<file path="src/rtl/psum_wb_pkg.sv">
// Shared definitions for the SFU write-back path: FSM encoding, SRAM strobe
// levels and the default lane geometry common to the SFU and write-back.
package psum_wb_pkg;

  localparam int PsumBw = 16;
  localparam int Col    = 8;

  localparam logic SramOn  = 1'b0;
  localparam logic SramOff = 1'b1;

  typedef enum logic [1:0] {
    IDLE = 2'd0,
    RUN  = 2'd1,
    DONE = 2'd2
  } wb_state_e;

endpackage

</file>
<file path="src/rtl/psum_wb_fifo.sv">
// Synchronous FIFO between the SFU handshake and the SRAM writer; read data
// is registered on pop and holds its value otherwise.
module psum_wb_fifo #(
  parameter int Width = 128,
  parameter int Depth = 8
) (
  input  logic             clk,
  input  logic             reset,
  input  logic             push_i,
  input  logic             pop_i,
  input  logic [Width-1:0] din_i,
  output logic [Width-1:0] dout_o,
  output logic             full_o,
  output logic             empty_o
);

  localparam int AddrW = $clog2(Depth);

  logic [Width-1:0] mem_q [Depth];
  logic [AddrW-1:0] wrPtr_q, rdPtr_q;
  logic [AddrW:0]   cnt_q;
  logic [Width-1:0] dout_q;
  logic             doPush, doPop;

  // Depth is a power of two, so the counter MSB alone marks a full FIFO.
  assign full_o  = cnt_q[AddrW];
  assign empty_o = (cnt_q == '0);
  assign doPush  = push_i && !full_o;
  assign doPop   = pop_i && !empty_o;
  assign dout_o  = dout_q;

  always_ff @(posedge clk) begin
    if (doPush) begin
      mem_q[wrPtr_q] <= din_i;
    end
  end

  always_ff @(posedge clk) begin
    if (reset) begin
      wrPtr_q <= '0;
      rdPtr_q <= '0;
      cnt_q   <= '0;
      dout_q  <= '0;
    end else begin
      if (doPush) begin
        wrPtr_q <= wrPtr_q + 1'b1;
      end
      if (doPop) begin
        dout_q  <= mem_q[rdPtr_q];
        rdPtr_q <= rdPtr_q + 1'b1;
      end
      case ({doPush, doPop})
        2'b10:   cnt_q <= cnt_q + 1'b1;
        2'b01:   cnt_q <= cnt_q - 1'b1;
        default: cnt_q <= cnt_q;
      endcase
    end
  end

endmodule

</file>
<file path="src/rtl/psum_wb_ctrl.sv">
// Write-back controller: buffers SFU output vectors and streams them into the
// output SRAM at consecutive addresses from a programmed base.
module psum_wb_ctrl
  import psum_wb_pkg::*;
#(
  parameter int psum_bw    = PsumBw,
  parameter int col        = Col,
  parameter int fifo_depth = 8,
  parameter int addr_bw    = 11,
  parameter int cnt_bw     = 11
) (
  input  logic                   clk,
  input  logic                   reset,
  input  logic                   start_i,
  input  logic [addr_bw-1:0]     base_addr_i,
  input  logic [cnt_bw-1:0]      num_vec_i,
  input  logic                   valid_i,
  input  logic [col*psum_bw-1:0] psum_in,
  output logic                   ready_o,
  output logic                   sram_cen_o,
  output logic                   sram_wen_o,
  output logic [addr_bw-1:0]     sram_addr_o,
  output logic [col*psum_bw-1:0] sram_data_o,
  output logic                   busy_o,
  output logic                   done_o,
  output logic                   overflow_o
);

  wb_state_e          state_q, state_d;
  logic [addr_bw-1:0] base_q, addr_q;
  logic [cnt_bw-1:0]  numVec_q, inCnt_q, outCnt_q;
  logic               overflow_q, cen_q;
  logic               fifoFull, fifoEmpty, fifoPush, fifoPop;
  logic               startAcc, inRun, moreIn, ovfSet;

  assign startAcc = (state_q == IDLE) && start_i;
  assign inRun    = (state_q == RUN);
  assign moreIn   = (inCnt_q < numVec_q);
  assign ready_o  = inRun && !fifoFull && moreIn;
  assign fifoPush = valid_i && ready_o;
  assign fifoPop  = inRun && !fifoEmpty;
  assign ovfSet   = valid_i && inRun && fifoFull && moreIn;

  psum_wb_fifo #(
    .Width (col*psum_bw),
    .Depth (fifo_depth)
  ) u_fifo (
    .clk     (clk),
    .reset   (reset),
    .push_i  (fifoPush),
    .pop_i   (fifoPop),
    .din_i   (psum_in),
    .dout_o  (sram_data_o),
    .full_o  (fifoFull),
    .empty_o (fifoEmpty)
  );

  // Leaving RUN waits for the cycle after the final strobe so done_o trails it.
  always_comb begin
    state_d = state_q;
    case (state_q)
      IDLE: begin
        if (start_i) begin
          state_d = (num_vec_i == '0) ? DONE : RUN;
        end
      end
      RUN: begin
        if (outCnt_q == numVec_q) begin
          state_d = DONE;
        end
      end
      DONE:    state_d = IDLE;
      default: state_d = IDLE;
    endcase
  end

  always_ff @(posedge clk) begin
    if (reset) begin
      state_q    <= IDLE;
      base_q     <= '0;
      numVec_q   <= '0;
      inCnt_q    <= '0;
      outCnt_q   <= '0;
      overflow_q <= 1'b0;
      cen_q      <= SramOff;
      addr_q     <= '0;
    end else begin
      state_q <= state_d;
      if (startAcc) begin
        base_q     <= base_addr_i;
        numVec_q   <= num_vec_i;
        inCnt_q    <= '0;
        outCnt_q   <= '0;
        overflow_q <= 1'b0;
      end else begin
        if (fifoPush) begin
          inCnt_q <= inCnt_q + 1'b1;
        end
        if (fifoPop) begin
          outCnt_q <= outCnt_q + 1'b1;
        end
        if (ovfSet) begin
          overflow_q <= 1'b1;
        end
      end
      cen_q <= fifoPop ? SramOn : SramOff;
      if (fifoPop) begin
        addr_q <= base_q + addr_bw'(outCnt_q);
      end
    end
  end

  assign sram_cen_o  = cen_q;
  assign sram_wen_o  = cen_q;
  assign sram_addr_o = addr_q;
  assign busy_o      = (state_q != IDLE);
  assign done_o      = (state_q == DONE);
  assign overflow_o  = overflow_q;

endmodule

</file>
<file path="config.mk">
export PLATFORM = sky130hd
export DESIGN_NAME = psum_wb_ctrl
export DESIGN_NICKNAME = d
export VERILOG_FILES = /design/src/rtl/psum_wb_pkg.sv /design/src/rtl/psum_wb_fifo.sv /design/src/rtl/psum_wb_ctrl.sv
export SDC_FILE = /design/constraint.sdc
export NUM_CORES = 1
export LEC_CHECK = 0
export ABC_AREA = 1
export CAP_MARGIN = 5
export CELL_PAD_IN_SITES_DETAIL_PLACEMENT = 1
export CELL_PAD_IN_SITES_GLOBAL_PLACEMENT = 2
export CORE_MARGIN = 5
export CORE_UTILIZATION = 30
export DETAILED_ROUTE_END_ITERATION = 6
export GPL_ROUTABILITY_DRIVEN = 0
export PLACE_DENSITY_LB_ADDON = 0.25
export SYNTH_ARGS = -nofsm -noshare
export SYNTH_HDL_FRONTEND = slang
export SYNTH_HIERARCHICAL = 1
export SYNTH_SLANG_ARGS = --single-unit
</file>
<file path="constraint.sdc">
create_clock -name clk -period 9.5 [get_ports clk]
set_clock_uncertainty 0.2 [all_clocks]
set_input_delay 1.9 -clock clk [delete_from_list [all_inputs] [get_ports clk]]
set_output_delay 1.9 -clock clk [all_outputs]
set_load 0.1 [all_outputs]
</file>
==> metrics.cfg <==
[cells_and_area]
fillers = 19600
drive_gt1_share_pct = 4.98
nets = 5844
layout.cells.non_filler = 8114
syn_to_final_growth_pct = 18.7
fin_util_pct = 35.8

[hold_path]
hold_depth = 2
hold_end = overflow_o
min_from = overflow_o
hold_path_class = reg -> reg

[synth]
syn_inst = 5420
ys_warn_count = 6
synth_edf_count = 1024
synth_cell_type_count = 36
syn_area_sq_um = 52600
synth_seq_cells = 1221
ys.flop_type = edfxtp_1
synth_nets = 5603
syn_area_per_cell_sq_um = 9.71
synthArstFlopShare_pct = 0
ys_seq_area_share_pct = 65.9

[cts]
cts_buffers = 148
hold_buffers = 0
cts.clk_slew.worst_paths_ns = 0.06
cts_tree = yes
htreeDepth = 4
cts_sinks = 1221
post_cts_buffers = 0
post_cts_resized = 0
worstSkewPairLatency_ns = 0.78
cts-root-buf = clkbuf_16
clockBufferDepth = 3

[timing]
slew_headroom_pct = 23.7
setup_tns_ns = 0
hold_viol = 0
rsz0062_at_grt = false
max_freq_mhz = 172
worst_pin_slew_ns = 1.14
fin_crit_sh_pct = 61.3
setup_viol = 0
min_period_ns = 5.82
timing.hold.ws_ns = 0.251
maxSlewViolCount = 0

[routing]
drt_iter0_drc = 1731
detail-route-antenna-nets = 0
firstDrtPassIters = 5
vias = 36200
drcViolationCount = 0
wire_per_inst_um = 19.3
totalWireLength_um = 157000
via_per_inst = 4.47

[power_and_ir_drop]
total_power_uw = 12400
p_per_area_nw_per_um2 = 198
leakagePower_uw = 0.0268
ir_drop_uv = 185

[critical_path]
cp-start-kind = flip-flop
required_ns = 7.40
cp_max_fo = 19
max_stage_delay_ns = 1.13
criticalPathCategory = reg -> out
ff2ff_path_depth = 14
reg2reg_slack_ns = 4.79
cp_slowest_cell = clkdlybuf4s50_1
crit_arrival_ns = 3.72
endpoint_kind = output port
reg2reg_to = u_fifo/mem_q[0][37]
crit_chain = inv_1 > ha_1 > a21o_1 > nor2_1 > nand2_1 > nor2_4 > nand2_1 > inv_1 > clkdlybuf4s50_1
rr_startpoint = numVec_q[10]

[global_route]
grt_max_degree = 195
grt_antenna_before_repair = 26
grt_overflow_total = 0
track_usage_pct = 16.8
grt_pass1_wl_um = 237000
grt_pass1_vias = 37900

[floorplanning]
die_y_um = 429
start_util_pct = 30.2
pin_count = 299
dieArea_sq_um = 184000
std_cell_rows = 153
die_x_um = 429
core_area_sq_um = 174000

[placement]
placed_cells = 7836
dp_hpwl_um = 87100
port_buffers = 298

[status]
status = complete, no violations

[flow_run]
drv_cap = 0

==> how the worst max path moves through the flow <==
| stage | start | slack [ns] | depth (start not counted) | end |
|---|---|---|---|---|
| after floorplan | valid_i | 0.83 | 7 | u_fifo/mem_q[0][0] |
| after global placement | valid_i | 3.68 | 9 | u_fifo/mem_q[1][95] |
| after detailed placement | valid_i | 3.64 | 9 | u_fifo/mem_q[0][32] |
| after CTS | numVec_q[10] | 3.55 | 9 | ready_o |
| after global routing | numVec_q[10] | 3.44 | 9 | ready_o |
| final | numVec_q[10] | 3.68 | 9 | ready_o |
==> synthesized netlist by cell type, drive strengths merged, types with 2 or more instances <==
library cell / count / share of area, %
a21o: 2 / 0.029
nand2: 1520 / 11
xnor2: 6 / 0.10
fa: 2 / 0.076
ha: 27 / 0.64
buf: 222 / 2.2
a31oi: 6 / 0.071
inv: 1239 / 8.8
nand4: 16 / 0.23
o21bai: 4 / 0.057
o21ai: 46 / 0.44
o21a: 3 / 0.043
a21oi: 179 / 1.7
clkbuf: 33 / 0.24
nand3: 794 / 7.6
xor2: 9 / 0.15
dfxtp: 197 / 7.5
nor3: 7 / 0.067
nor2: 80 / 0.64
edfxtp: 1024 / 58
==> layout make-up <==
cell class	count	area [sq um]	share of cell area [%]
sequential	1221	34700	55.6
timing repair buffer	346	3390	5.43
clock buffer	200	4070	6.51
antenna	7	17.5	0.0281
inverter	1239	4690	7.51
clock inverter	71	616	0.986
multi-input combinational	2705	12100	19.3
tap	2325	2910	4.66
==> layout by cell type (no fill, tap or decap), types with 6 or more instances in the layout <==
cell type        Yosys  final
nand2_1           1517   1517
inv_1             1232   1231
edfxtp_1          1024   1024
nand3_1            789    789
clkdlybuf4s50_1      0    298
dfxtp_1            197    194
a21oi_1            176    176
clkbuf_16            0    153
nor2_1              74     66
buf_4               16     44
o21ai_0             41     41
clkbuf_1            33     41
clkinv_1             0     30
ha_1                27     27
clkinv_2             0     21
nand4_1             13     13
nor2_4               4     12
xor2_1               9      9
bufinv_16            0      8
diode_2              0      7
nor3_1               7      7
xnor2_1              6      6
a31oi_1              6      6
clkinv_8             0      6
clkbuf_8             0      6
==> layer usage <==
metal  vias to the layer above  global-route usage, %  routed length [um]
met3                       234                   2.73                4770
li1                      17600                      -                   -
met2                       492                   30.3               79000
met1                     17900                   20.7               69100
met4                         6                   4.86                4000
met5                         -                      0                  34
==> per-stage QoR <==
| stage | instance area (sq um) | setup slack (ns) |
|---|---|---|
| 5_1_grt | 62400 | 3.44 |
| 3_3_place_gp | 57700 | 3.68 |
| 3_5_place_dp | 57700 | 3.64 |
| 6_report | 62400 | 3.68 |
| 4_1_cts | 62400 | 3.55 |
| 2_1_floorplan | 52600 | 0.834 |
==> critical path, delay by kind of cell, from the launching register on <==
| family | cells | cell delay [ns] |
|---|---|---|
| adders and majority gates | 1 | 0.31 |
| DFF | 1 | 0.34 |
| buffers and inverters | 3 | 1.29 |
| and+or+nand+nor | 4 | 0.81 |
| AOI/OAI and AO/OA | 1 | 0.19 |
==> kinds of logic after synthesis <==
family / Yosys count / synth area share, %
XOR/XNOR: 15 / 0.250
AND/OR/NAND/NOR: 2420 / 19.4
buffers and inverters: 1494 / 11.3
flip-flops: 1221 / 65.9
AO/OA/AOI/OAI: 241 / 2.38
adder cells (fa/ha/maj): 29 / 0.718
==> power breakdown <==
part           switching (uW)  total (uW)  internal [uW]  leakage, uW
registers                43.0        5940           5890       0.0108
logic                     713         970            258       0.0138
clock network            2260        5480           3220      0.00228
total                    3020       12400           9370       0.0268
==> sequential cells by signal (all words and copies together), names as in the netlist <==
name,cells
u_fifo/wrPtr_q,3
base_q,11
overflow_o,1
numVec_q,11
u_fifo/mem_q,1024
u_fifo/cnt_q,4
state_q,2
u_fifo/rdPtr_q,3
u_fifo/dout_o,128
sram_addr_o,11
sram_cen_o,1
outCnt_q,11
inCnt_q,11
No activity file was read; power rests on OpenSTA's default activity.
